==> src/rtl/uart_param_core_if.sv <==
`timescale 1ns/1ps
// uart_param_core_if
//   Bus-side bundle of the UART core: TX/RX FIFO handshakes, FIFO levels,
//   sticky error flags and FSM state visibility.
//
//   Handshake rules:
//     tx_fifo_writeEn is a one-clock push of tx_fifo_dataIn. It is accepted
//     only while tx_fifo_full is low; a push while full is dropped.
//     rx_fifo_readEn is a one-clock pop. It takes effect only while
//     rx_fifo_empty is low. rx_fifo_dataOut is the RX head, valid whenever
//     rx_fifo_empty is low. It reads 0 when the FIFO is empty.
//     Levels, full and empty update on the clock after the push or pop.
//
//   master : bus side. Drives the pushes, pops and err_clear.
//   slave  : UART core. Drives the status, data out and debug state.
interface uart_param_core_if #(
   parameter int DATA_BITS  = 8,
   parameter int FIFO_DEPTH = 8
);
   localparam int LW = $clog2(FIFO_DEPTH) + 1;

   logic [DATA_BITS-1:0] tx_fifo_dataIn;
   logic                 tx_fifo_writeEn;
   logic                 tx_fifo_full;
   logic [LW-1:0]        tx_fifo_level;
   logic                 tx_busy;
   logic                 rx_fifo_readEn;
   logic [DATA_BITS-1:0] rx_fifo_dataOut;
   logic                 rx_fifo_empty;
   logic [LW-1:0]        rx_fifo_level;
   logic                 rx_parity_err;
   logic                 rx_frame_err;
   logic                 rx_overrun;
   logic                 err_clear;
   logic [2:0]           tx_state_dbg;
   logic [2:0]           rx_state_dbg;

   modport master (
      output tx_fifo_dataIn, tx_fifo_writeEn, rx_fifo_readEn, err_clear,
      input  tx_fifo_full, tx_fifo_level, tx_busy, rx_fifo_dataOut,
             rx_fifo_empty, rx_fifo_level, rx_parity_err, rx_frame_err,
             rx_overrun, tx_state_dbg, rx_state_dbg
   );

   modport slave (
      input  tx_fifo_dataIn, tx_fifo_writeEn, rx_fifo_readEn, err_clear,
      output tx_fifo_full, tx_fifo_level, tx_busy, rx_fifo_dataOut,
             rx_fifo_empty, rx_fifo_level, rx_parity_err, rx_frame_err,
             rx_overrun, tx_state_dbg, rx_state_dbg
   );
endinterface

==> src/rtl/uart_param_core.sv <==
`timescale 1ns/1ps
// uart_param_fifo
//   Synchronous first-word-fall-through FIFO.
//   Ports:
//     clk, reset : clock and synchronous active-high reset.
//     push, din  : write request and write data.
//     pop        : read request.
//     dout       : head entry. Reads 0 when the FIFO is empty.
//     empty      : no entries held.
//     full       : D entries held.
//     level      : current occupancy.
//   A pop on empty is ignored. A push on full is accepted only when a pop
//   happens on the same clock.
module uart_param_fifo #(
   parameter int W = 8,
   parameter int D = 8
) (
   input  logic                 clk,
   input  logic                 reset,
   input  logic                 push,
   input  logic [W-1:0]         din,
   input  logic                 pop,
   output logic [W-1:0]         dout,
   output logic                 empty,
   output logic                 full,
   output logic [$clog2(D):0]   level
);
   localparam int AW = $clog2(D);

   logic [W-1:0]  mem [D];
   logic [AW-1:0] wr_ptr;
   logic [AW-1:0] rd_ptr;
   logic          do_push;
   logic          do_pop;

   assign empty   = (level == '0);
   assign full    = (level == (AW+1)'(D));
   assign do_pop  = pop && !empty;
   assign do_push = push && (!full || do_pop);
   assign dout    = empty ? '0 : mem[rd_ptr];

   always_ff @(posedge clk) begin
      if (reset) begin
         wr_ptr <= '0;
         rd_ptr <= '0;
         level  <= '0;
      end else begin
         if (do_push) wr_ptr <= wr_ptr + 1'b1;
         if (do_pop)  rd_ptr <= rd_ptr + 1'b1;
         level <= level + (AW+1)'(do_push) - (AW+1)'(do_pop);
      end
   end

   always_ff @(posedge clk) begin
      if (do_push) mem[wr_ptr] <= din;
   end
endmodule

// uart_param_core
//   16x-oversampled UART with TX and RX FIFOs, runtime parity (none/even/odd),
//   1 or 2 stop bits and sticky receive error flags.
//   Ports:
//     clk, reset       : clock and synchronous active-high reset.
//     baud_final_value : a tick is produced every baud_final_value+1 clocks.
//                        16 ticks make one bit time.
//     parity_mode      : 01 selects even parity, 10 odd parity, others none.
//     two_stop         : TX sends 2 stop bits. RX checks only the first.
//     tx               : serial output, idle high.
//     rx               : serial input, asynchronous to clk.
//     bus              : FIFO handshakes, status and debug state.
module uart_param_core #(
   parameter int DATA_BITS  = 8,
   parameter int FIFO_DEPTH = 8,
   parameter int BAUD_W     = 11
) (
   input  logic              clk,
   input  logic              reset,
   input  logic [BAUD_W-1:0] baud_final_value,
   input  logic [1:0]        parity_mode,
   input  logic              two_stop,
   output logic              tx,
   input  logic              rx,
   uart_param_core_if.slave  bus
);
   localparam int              BW       = $clog2(DATA_BITS);
   localparam logic [BW-1:0]   LAST_BIT = BW'(DATA_BITS - 1);

   function automatic logic par_en(input logic [1:0] m);
      return (m == 2'b01) || (m == 2'b10);
   endfunction

   // ---------------------------------------------------------------- baud
   // The >= compare lets the counter recover at once when
   // baud_final_value is lowered below the current count.
   logic [BAUD_W-1:0] baud_cnt;
   logic              tick;

   assign tick = (baud_cnt >= baud_final_value);

   always_ff @(posedge clk) begin
      if (reset)     baud_cnt <= '0;
      else if (tick) baud_cnt <= '0;
      else           baud_cnt <= baud_cnt + 1'b1;
   end

   // ---------------------------------------------------------------- TX
   typedef enum logic [2:0] {
      TX_IDLE   = 3'd0,
      TX_START  = 3'd1,
      TX_DATA   = 3'd2,
      TX_PARITY = 3'd3,
      TX_STOP   = 3'd4
   } tx_state_t;

   tx_state_t            tx_state, tx_state_n;
   logic [4:0]           tx_cnt, tx_cnt_n;
   logic [BW-1:0]        tx_bit, tx_bit_n;
   logic [DATA_BITS-1:0] tx_data, tx_data_n;
   logic [1:0]           tx_mode, tx_mode_n;
   logic                 tx_two, tx_two_n;
   logic                 tx_pop;
   logic                 tx_empty;
   logic [DATA_BITS-1:0] tx_head;
   logic                 tx_bit_end;
   logic                 tx_par;

   uart_param_fifo #(.W(DATA_BITS), .D(FIFO_DEPTH)) u_tx_fifo (
      .clk   (clk),
      .reset (reset),
      .push  (bus.tx_fifo_writeEn && !bus.tx_fifo_full),
      .din   (bus.tx_fifo_dataIn),
      .pop   (tx_pop),
      .dout  (tx_head),
      .empty (tx_empty),
      .full  (bus.tx_fifo_full),
      .level (bus.tx_fifo_level)
   );

   // A second stop bit stretches the STOP state to 32 ticks.
   assign tx_bit_end = tick &&
      (tx_cnt == (((tx_state == TX_STOP) && tx_two) ? 5'd31 : 5'd15));
   assign tx_par = (^tx_data) ^ (tx_mode == 2'b10);

   always_ff @(posedge clk) begin
      if (reset) begin
         tx_state <= TX_IDLE;
         tx_cnt   <= '0;
         tx_bit   <= '0;
         tx_data  <= '0;
         tx_mode  <= '0;
         tx_two   <= 1'b0;
      end else begin
         tx_state <= tx_state_n;
         tx_cnt   <= tx_cnt_n;
         tx_bit   <= tx_bit_n;
         tx_data  <= tx_data_n;
         tx_mode  <= tx_mode_n;
         tx_two   <= tx_two_n;
      end
   end

   always_comb begin
      tx_state_n = tx_state;
      tx_cnt_n   = tx_cnt;
      tx_bit_n   = tx_bit;
      tx_data_n  = tx_data;
      tx_mode_n  = tx_mode;
      tx_two_n   = tx_two;
      tx_pop     = 1'b0;
      if ((tx_state != TX_IDLE) && tick)
         tx_cnt_n = tx_bit_end ? 5'd0 : tx_cnt + 5'd1;
      case (tx_state)
         TX_IDLE:   if (tick && !tx_empty) tx_pop = 1'b1;
         TX_START:  if (tx_bit_end) begin
                       tx_state_n = TX_DATA;
                       tx_bit_n   = '0;
                    end
         TX_DATA:   if (tx_bit_end) begin
                       if (tx_bit == LAST_BIT)
                          tx_state_n = par_en(tx_mode) ? TX_PARITY : TX_STOP;
                       else
                          tx_bit_n = tx_bit + 1'b1;
                    end
         TX_PARITY: if (tx_bit_end) tx_state_n = TX_STOP;
         TX_STOP:   if (tx_bit_end) begin
                       // Chain straight into the next frame when data waits.
                       if (!tx_empty) tx_pop = 1'b1;
                       else           tx_state_n = TX_IDLE;
                    end
         default:   tx_state_n = TX_IDLE;
      endcase
      // Frame configuration is captured here and held for the whole frame.
      if (tx_pop) begin
         tx_data_n  = tx_head;
         tx_mode_n  = parity_mode;
         tx_two_n   = two_stop;
         tx_cnt_n   = '0;
         tx_state_n = TX_START;
      end
   end

   always_comb begin
      case (tx_state)
         TX_START:  tx = 1'b0;
         TX_DATA:   tx = tx_data[tx_bit];
         TX_PARITY: tx = tx_par;
         default:   tx = 1'b1;
      endcase
   end

   assign bus.tx_busy      = (tx_state != TX_IDLE);
   assign bus.tx_state_dbg = tx_state;

   // ---------------------------------------------------------------- RX
   typedef enum logic [2:0] {
      RX_IDLE   = 3'd0,
      RX_START  = 3'd1,
      RX_DATA   = 3'd2,
      RX_PARITY = 3'd3,
      RX_STOP   = 3'd4,
      RX_BREAK  = 3'd5
   } rx_state_t;

   rx_state_t            rx_state, rx_state_n;
   logic [3:0]           rx_cnt, rx_cnt_n;
   logic [BW-1:0]        rx_bit, rx_bit_n;
   logic [DATA_BITS-1:0] rx_shift, rx_shift_n;
   logic [1:0]           rx_mode, rx_mode_n;
   logic                 rx_meta, rx_s;
   logic                 rx_mid;
   logic                 rx_push_req;
   logic                 set_par;
   logic                 set_frame;
   logic                 rx_full;
   logic                 set_overrun;

   uart_param_fifo #(.W(DATA_BITS), .D(FIFO_DEPTH)) u_rx_fifo (
      .clk   (clk),
      .reset (reset),
      .push  (rx_push_req),
      .din   (rx_shift),
      .pop   (bus.rx_fifo_readEn),
      .dout  (bus.rx_fifo_dataOut),
      .empty (bus.rx_fifo_empty),
      .full  (rx_full),
      .level (bus.rx_fifo_level)
   );

   // Once START has realigned the count, cnt==15 falls at mid-bit.
   assign rx_mid = tick && (rx_cnt == 4'd15);

   always_ff @(posedge clk) begin
      if (reset) begin
         rx_meta  <= 1'b1;
         rx_s     <= 1'b1;
         rx_state <= RX_IDLE;
         rx_cnt   <= '0;
         rx_bit   <= '0;
         rx_shift <= '0;
         rx_mode  <= '0;
      end else begin
         rx_meta  <= rx;
         rx_s     <= rx_meta;
         rx_state <= rx_state_n;
         rx_cnt   <= rx_cnt_n;
         rx_bit   <= rx_bit_n;
         rx_shift <= rx_shift_n;
         rx_mode  <= rx_mode_n;
      end
   end

   always_comb begin
      rx_state_n  = rx_state;
      rx_cnt_n    = rx_cnt;
      rx_bit_n    = rx_bit;
      rx_shift_n  = rx_shift;
      rx_mode_n   = rx_mode;
      rx_push_req = 1'b0;
      set_par     = 1'b0;
      set_frame   = 1'b0;
      if (tick && (rx_state inside {RX_DATA, RX_PARITY, RX_STOP}))
         rx_cnt_n = rx_mid ? 4'd0 : rx_cnt + 4'd1;
      case (rx_state)
         RX_IDLE:   if (tick && !rx_s) begin
                       rx_state_n = RX_START;
                       rx_cnt_n   = '0;
                       rx_mode_n  = parity_mode;
                    end
         // Half a bit later the line must still be low, otherwise it was a glitch.
         RX_START:  if (tick) begin
                       if (rx_cnt == 4'd7) begin
                          rx_cnt_n = '0;
                          if (!rx_s) begin
                             rx_state_n = RX_DATA;
                             rx_bit_n   = '0;
                          end else begin
                             rx_state_n = RX_IDLE;
                          end
                       end else begin
                          rx_cnt_n = rx_cnt + 4'd1;
                       end
                    end
         RX_DATA:   if (rx_mid) begin
                       rx_shift_n = {rx_s, rx_shift[DATA_BITS-1:1]};
                       if (rx_bit == LAST_BIT)
                          rx_state_n = par_en(rx_mode) ? RX_PARITY : RX_STOP;
                       else
                          rx_bit_n = rx_bit + 1'b1;
                    end
         RX_PARITY: if (rx_mid) begin
                       set_par    = (rx_s != ((^rx_shift) ^ (rx_mode == 2'b10)));
                       rx_state_n = RX_STOP;
                    end
         // The frame is stored even with a bad stop bit. A low line then
         // parks in BREAK so a held-low line yields only one frame.
         RX_STOP:   if (rx_mid) begin
                       rx_push_req = 1'b1;
                       if (!rx_s) begin
                          set_frame  = 1'b1;
                          rx_state_n = RX_BREAK;
                       end else begin
                          rx_state_n = RX_IDLE;
                       end
                    end
         RX_BREAK:  if (rx_s) rx_state_n = RX_IDLE;
         default:   rx_state_n = RX_IDLE;
      endcase
   end

   // A simultaneous pop frees the slot, so that case is not an overrun.
   assign set_overrun = rx_push_req && rx_full && !bus.rx_fifo_readEn;

   // A new error on the clearing clock wins over err_clear.
   always_ff @(posedge clk) begin
      if (reset) begin
         bus.rx_parity_err <= 1'b0;
         bus.rx_frame_err  <= 1'b0;
         bus.rx_overrun    <= 1'b0;
      end else begin
         bus.rx_parity_err <= (bus.rx_parity_err && !bus.err_clear) || set_par;
         bus.rx_frame_err  <= (bus.rx_frame_err  && !bus.err_clear) || set_frame;
         bus.rx_overrun    <= (bus.rx_overrun    && !bus.err_clear) || set_overrun;
      end
   end

   assign bus.rx_state_dbg = rx_state;
endmodule

==> src/flat_wrapper.sv <==
// flat-port wrapper written by rule: the top's interface ports become plain ports
module uart_param_core_flat 
#(
   parameter int DATA_BITS  = 8,
   parameter int FIFO_DEPTH = 8,
   parameter int BAUD_W     = 11
)
  (clk, reset, baud_final_value, parity_mode, two_stop, tx, rx, bus_tx_fifo_dataIn, bus_tx_fifo_writeEn, bus_rx_fifo_readEn, bus_err_clear, bus_tx_fifo_full, bus_tx_fifo_level, bus_tx_busy, bus_rx_fifo_dataOut, bus_rx_fifo_empty, bus_rx_fifo_level, bus_rx_parity_err, bus_rx_frame_err, bus_rx_overrun, bus_tx_state_dbg, bus_rx_state_dbg);
  uart_param_core_if #(.DATA_BITS(DATA_BITS), .FIFO_DEPTH(FIFO_DEPTH)) bus_i ();
  input  logic clk;
  input  logic reset;
  input  logic [BAUD_W-1:0] baud_final_value;
  input  logic [1:0] parity_mode;
  input  logic two_stop;
  output logic tx;
  input  logic rx;
  input wire logic [$bits(bus_i.tx_fifo_dataIn)-1:0] bus_tx_fifo_dataIn;
  input wire logic [$bits(bus_i.tx_fifo_writeEn)-1:0] bus_tx_fifo_writeEn;
  input wire logic [$bits(bus_i.rx_fifo_readEn)-1:0] bus_rx_fifo_readEn;
  input wire logic [$bits(bus_i.err_clear)-1:0] bus_err_clear;
  output wire logic [$bits(bus_i.tx_fifo_full)-1:0] bus_tx_fifo_full;
  output wire logic [$bits(bus_i.tx_fifo_level)-1:0] bus_tx_fifo_level;
  output wire logic [$bits(bus_i.tx_busy)-1:0] bus_tx_busy;
  output wire logic [$bits(bus_i.rx_fifo_dataOut)-1:0] bus_rx_fifo_dataOut;
  output wire logic [$bits(bus_i.rx_fifo_empty)-1:0] bus_rx_fifo_empty;
  output wire logic [$bits(bus_i.rx_fifo_level)-1:0] bus_rx_fifo_level;
  output wire logic [$bits(bus_i.rx_parity_err)-1:0] bus_rx_parity_err;
  output wire logic [$bits(bus_i.rx_frame_err)-1:0] bus_rx_frame_err;
  output wire logic [$bits(bus_i.rx_overrun)-1:0] bus_rx_overrun;
  output wire logic [$bits(bus_i.tx_state_dbg)-1:0] bus_tx_state_dbg;
  output wire logic [$bits(bus_i.rx_state_dbg)-1:0] bus_rx_state_dbg;
  assign bus_i.tx_fifo_dataIn = bus_tx_fifo_dataIn;
  assign bus_i.tx_fifo_writeEn = bus_tx_fifo_writeEn;
  assign bus_i.rx_fifo_readEn = bus_rx_fifo_readEn;
  assign bus_i.err_clear = bus_err_clear;
  assign bus_tx_fifo_full = bus_i.tx_fifo_full;
  assign bus_tx_fifo_level = bus_i.tx_fifo_level;
  assign bus_tx_busy = bus_i.tx_busy;
  assign bus_rx_fifo_dataOut = bus_i.rx_fifo_dataOut;
  assign bus_rx_fifo_empty = bus_i.rx_fifo_empty;
  assign bus_rx_fifo_level = bus_i.rx_fifo_level;
  assign bus_rx_parity_err = bus_i.rx_parity_err;
  assign bus_rx_frame_err = bus_i.rx_frame_err;
  assign bus_rx_overrun = bus_i.rx_overrun;
  assign bus_tx_state_dbg = bus_i.tx_state_dbg;
  assign bus_rx_state_dbg = bus_i.rx_state_dbg;
  uart_param_core #(.DATA_BITS(DATA_BITS), .FIFO_DEPTH(FIFO_DEPTH), .BAUD_W(BAUD_W)) u_core (.clk(clk), .reset(reset), .baud_final_value(baud_final_value), .parity_mode(parity_mode), .two_stop(two_stop), .tx(tx), .rx(rx), .bus(bus_i));
endmodule
==> config.mk <==
export PLATFORM = sky130hd
export DESIGN_NAME = uart_param_core_flat
export DESIGN_NICKNAME = d
export VERILOG_FILES = /design/src/rtl/uart_param_core_if.sv /design/src/rtl/uart_param_core.sv /design/src/flat_wrapper.sv
export SDC_FILE = /design/constraint.sdc
export NUM_CORES = 1
export LEC_CHECK = 0
export ABC_CLOCK_PERIOD_IN_PS = 2880
export CAP_MARGIN = 20
export CORE_UTILIZATION = 45
export CTS_CLUSTER_DIAMETER = 80
export DETAILED_ROUTE_END_ITERATION = 10
export PLACE_DENSITY_LB_ADDON = 0.2
export REMOVE_ABC_BUFFERS = 1
export SLEW_MARGIN = 10
export SYNTH_ARGS = -nofsm -noshare
export SYNTH_HDL_FRONTEND = slang
export SYNTH_SLANG_ARGS = --single-unit
==> constraint.sdc <==
create_clock -name clk -period 2.88 [get_ports clk]
set_input_delay 0.576 -clock clk [delete_from_list [all_inputs] [get_ports clk]]
set_output_delay 0.576 -clock clk [all_outputs]
set_load 0.01 [all_outputs]
* Word level (Yosys, flattened, before mapping)
Memory sizes are Yosys's and may differ from the RTL's. A register that Yosys moved wholly into a read port is not among the register bits.
Index checks and enable logic that the tools add are counted.
** Storage, ports and cells
- Logic and storage cells :: 198
- RAM bits :: 128
- ROM bits :: 0
- Latch bits :: 0
- Flip-flop bits (word level) :: 70
- Memories :: 2
- Output and inout port bits :: 29
** Cells by class
- Shift operators :: 0
- Muxes and demuxes :: 60
- Reductions and logical operators :: 50
- $lt $le $gt $ge :: 2
- Bitwise operators :: 3
- Equality and inequality tests :: 45
- Add/sub/neg operators :: 13
- Divide/modulo/power cells :: 0
- Multiply operators :: 0
** Memories
- u_core.u_rx_fifo.mem :: words 8, bits a word 8, rd ports 1, clocked after memory_dff 1, wr ports 1, line uart_param_core.sv:30 : logic [W-1:0] mem [D];
- u_core.u_tx_fifo.mem :: words 8, bits a word 8, rd ports 1, clocked after memory_dff 1, wr ports 1, line uart_param_core.sv:30
** Operators by type and width (count)
- $mux 3 :: 27
- $ne 2x1->1 const B :: 13
- $mux 4 :: 5
- $add 3x1->3 const B :: 6
- $ne 3x2->1 const B :: 6
- $pmux 3 s6 :: 1
- $logic_and 1x1->1 :: 17
- $mux 1 :: 16
- $reduce_xor 8->1 :: 2
- $eq 3x3->1 const B :: 5
- $pmux 3 s5 :: 1
- $reduce_and 7->1 :: 2
- $eq 3x2->1 const B :: 4
- $eq 4x4->1 const B :: 3
- $pmux 3 s2 :: 2
- $add 11x1->11 const B :: 1
- $ge 11x11->1 :: 1
- $mux 5 :: 2
- $ne 2x2->1 const B :: 5
- $add 4x1->4 :: 2
- $logic_not 4->1 :: 2
- $mux 8 :: 1
- $pmux 4 s2 :: 1
- $reduce_and 8->1 :: 1
- other kinds (25) :: 47

* Logic depth before layout (Yosys ltp)
- Word-level depth :: 12
- Depth in mapped cells :: 15

* By module
Synthesis repeated with hierarchy kept, for this count alone.
** Unflattened totals
- Cells, all modules :: 734
- Area, all modules :: 9529.1 um^2
** By module, submodules not included
- uart_param_fifo :: area each 3119.2 um^2, cells an instance 178, times used 2
- uart_param_core :: area each 3290.7 um^2, cells an instance 378, times used 1

* Worst setup path before layout
OpenSTA, ideal clock, no wires.
- Path kind :: input to register
- From :: input baud_final_value[10]
- To :: memory u_core.u_rx_fifo.mem[1][0], enable pin
- Arrival :: 2.706 ns
- Setup time :: 0.395 ns
- Slack :: -0.221 ns
- Data required time :: 2.485 ns
- Stages on the path :: 8
- Path buffers :: 0
- Cells stage by stage :: inv_1 > ha_1 > nand2_1 > o21ai_1 > a22oi_1 > nor3_1 > inv_2 > nor4_1
** Between the ends
- Word-level cells in the longest chain between the ends :: 7
** RTL lines
- start, declared :: line flat_wrapper.sv:12 : input logic [BAUD_W-1:0] baud_final_value;
- $ge 11x11->1 :: line uart_param_core.sv:98 : assign tick = (baud_cnt >= baud_final_value);
- $logic_and 1x1->1 :: line uart_param_core.sv:250 : assign rx_mid = tick && (rx_cnt == 4'd15);
- $mux 1 :: line uart_param_core.sv:316 : RX_STOP: if (rx_mid) begin
- $mux 1 :: line uart_param_core.sv:283 : case (rx_state)
- $logic_and 1x1->1 :: line uart_param_core.sv:39 : assign do_push = push && (!full || do_pop);
- $mux 1 :: line uart_param_core.sv:55 : if (do_push) mem[wr_ptr] <= din;
- $mux 1 (implied by the code) :: line uart_param_core.sv:55
- end, declared :: line uart_param_core.sv:30
Every way passes these cells.

* Worst setup path in the final report
- From :: input baud_final_value[5]
- To :: register u_core.u_rx_fifo.level[3]
** Between the ends
- Word-level cells in the longest chain between the ends :: 7
** RTL lines
- $ge 11x11->1 :: line uart_param_core.sv:98
- $logic_and 1x1->1 :: line uart_param_core.sv:250
- $mux 1 :: line uart_param_core.sv:316
- $mux 1 :: line uart_param_core.sv:283
- $logic_and 1x1->1 :: line uart_param_core.sv:39
- $add 4x1->4 :: line uart_param_core.sv:50 : level <= level + (AW+1)'(do_push) - (AW+1)'(do_pop);
- $sub 4x1->4 :: line uart_param_core.sv:50
- end signal, assigned :: line uart_param_core.sv:50
- end, declared :: line uart_param_core.sv:26 : output logic [$clog2(D):0] level
Every way passes these cells.
A chain may end at the register's enable or synchronous reset.

==> impl_metrics.json <==
{
  "insertion_delay_ps": 500,
  "most-common-layout-cells": "edfxtp_1 (128), dfxtp_1 (80), nor2_1 (69)",
  "grt_start_max_net_pins": 33,
  "synth_area_um2": 9440,
  "area_growth_pct": 22.6,
  "timing.hold.ws_ps": 463,
  "cp-end-kind": "flip-flop",
  "routed_wl_um": 19100,
  "final_nets": 915,
  "critPathRequiredTime_ps": 3260,
  "tightest_slew_ps": 835,
  "min_period_ps": 2830,
  "cts.clk_slew.worst_paths_ps": 60,
  "crit_type": "in -> reg",
  "critical_path.max_fanout": 2,
  "finalHoldViolCount": 0,
  "synth-seq-cells": 209,
  "relSlewSlack": 0.443,
  "globalRouteTotalUtil": 0.179,
  "synthArstFlopShare": 0,
  "postSynthAreaPerCell_um2": 12.7,
  "hold_buffers": 0,
  "mostFrequentLayoutCell": "edfxtp_1",
  "synth_cell_types": 67,
  "dp_slack_ps": -609,
  "drtIter0Drc": 336,
  "crit_arrival_ps": 3210,
  "cts_max_level": 1,
  "die_width_um": 147,
  "antenna_found_initial": 0,
  "clockRootBuffer": "clkbuf_16",
  "gr-total-overflow": 0,
  "cts_tree": "built",
  "status": "completed",
  "p_leak_nw": 4.32,
  "stdcell_area_um2": 11600,
  "vias_per_cell": 5.43,
  "num_rows": 52,
  "dr.pass1.iters": 5,
  "synth_warnings": 0,
  "wl_per_cell_um": 16.8,
  "die_h_um": 147,
  "dp_hpwl_um": 13000,
  "cts.path.max_buffers": 3,
  "synth-seq-area-share": 0.579,
  "fin_ws_ps": 46.2,
  "hp-class": "reg -> reg",
  "antenna_cells": 0,
  "rsz0062_at_grt": "yes",
  "grt_pass1_wl_um": 31100,
  "syn_inst": 742,
  "synth_flop_cell": "edfxtp_1",
  "gp_congestion": 0.839,
  "dr_total_vias": 6164,
  "slew_violations": 0,
  "coreArea_um2": 20400,
  "cts_sinks": 209,
  "ant_nets": 0,
  "drive_gt1_frac": 0.206,
  "peakVddDrop_v": 0.000507,
  "max_freq_mhz": 353,
  "fin_crit_sh": 0.984,
  "cts_buffers": 23,
  "post_dp_cell_area_um2": 10600,
  "crit_path_start_kind": "input pin",
  "start_util": 0.463,
  "portBuffers": 56,
  "cap_viol_max_count": 0,
  "skew_ps": 9.78,
  "setup-violations-final": 0,
  "drc": 0,
  "grt_pass1_vias": 6185,
  "dieArea_um2": 21600,
  "powerDensity_nw_per_um2": 618,
  "num-fill-cells": 1640,
  "ios": 57,
  "synth_edf_count": 128
}
## critical path: stages
cell             delay, ps
clkdlybuf4s50_1        470
inv_1                   50
ha_1                   280
nand2_2                 60
o21ai_2                160
a21o_1                 150
a22oi_2                 80
nor3_2                 250
inv_2                   90
ha_4                   260
inv_1                   40
ha_2                   170
buf_4                  130
a21o_1                 150
a21oi_2                140
xnor2_1                130
nor2_1                  60
## routing by layer
| layer | routed length [um] | part of all wire | vias to the layer above | track usage |
|---|---|---|---|---|
| met5 | 0 | 0 | - | 0 |
| met4 | 423 | 0.022 | 0 | 0.0490 |
| met3 | 635 | 0.033 | 30 | 0.0242 |
| met2 | 9590 | 0.50 | 117 | 0.309 |
| met1 | 8460 | 0.44 | 3061 | 0.236 |
| li1 | - | - | 2956 | - |
## logic make-up after synthesis
kind of cell / synth area share
flops: 0.579
simple gates: 0.107
compound gates: 0.0802
buf+inv: 0.0320
mux: 0.116
fa+ha+maj: 0.0520
xor+xnor: 0.0334
## metrics by stage
stage	power (mW)	setup TNS, ps	utilization	cells
floorplan	3.99	-15760	-	705
global placement	4.38	-20640	0.522	1087
detailed placement	4.43	-23370	0.522	1087
CTS	7.13	-3.57	0.557	1128
global route	7.47	-63.5	0.568	1135
finish	7.15	0	0.568	1135
## final cells by class
cell class              count  area (um2)  area share
flip-flops and latches    209        5470       0.473
multi-input cells         457        3850       0.333
repair buffers            119        1080      0.0931
clock buffers              32         619      0.0535
well taps                 270         338      0.0292
inverters                  39         146      0.0127
clock inverters             9        73.8     0.00638
## final timing paths
path	startpoint	end	slack [ps]	cells after the start
worst max-delay path	baud_final_value[5]	u_core.u_rx_fifo.level[3]	50	17
worst min-delay path	u_core.bus.rx_parity_err	u_core.bus.rx_parity_err	460	2
worst max register to register	u_core.baud_cnt[0]	u_core.u_rx_fifo.level[2]	270	15
worst min register to register	u_core.bus.rx_parity_err	u_core.bus.rx_parity_err	460	2
## where the power goes
group | total, mW | internal, mW | switching (mW)
clock | 2.68 | 1.59 | 1.09
sequential | 3.35 | 3.27 | 0.0757
combinational | 1.12 | 0.575 | 0.544
total | 7.15 | 5.44 | 1.71
## repair_timing
action | in CTS | in global routing
buffers inserted | 0 | 7
gates resized for setup | 11 | 40
setup endpoints to repair | 6 | 18
pin swaps | 3 | 25
endpoints found under the hold margin | 0 | 0
## sequential cells by signal, summed over array words and instances (netlist names), 4 cells and up, named ones only
name,flops
u_core.u_tx_fifo.level,4
u_core.rx_cnt,4
u_core.rx_shift,8
u_core.u_tx_fifo.mem,64
u_core.tx_data,8
u_core.u_rx_fifo.mem,64
u_core.u_rx_fifo.level,4
u_core.tx_cnt,5
u_core.baud_cnt,11
## synth_stat cells (all sizes together), types with 4 or more instances
cell	number	area share
a211oi	15	0.012
dfxtp	81	0.17
nand2	26	0.010
nand2b	11	0.0073
o21ai	25	0.014
xnor2	21	0.019
and3	5	0.0033
nand3b	5	0.0040
edfxtp	128	0.41
and2	7	0.0046
mux4	34	0.081
nor4	6	0.0056
buf	12	0.0065
clkbuf	25	0.0099
xor2	15	0.014
mux2	4	0.0052
inv	39	0.016
mux2i	28	0.030
nor3	15	0.0080
ha	36	0.048
nor2	70	0.028
a31oi	4	0.0040
nand3	25	0.013
nor2b	11	0.0073
a21oi	44	0.025
Note: power is estimated with default switching activity, not from simulation.
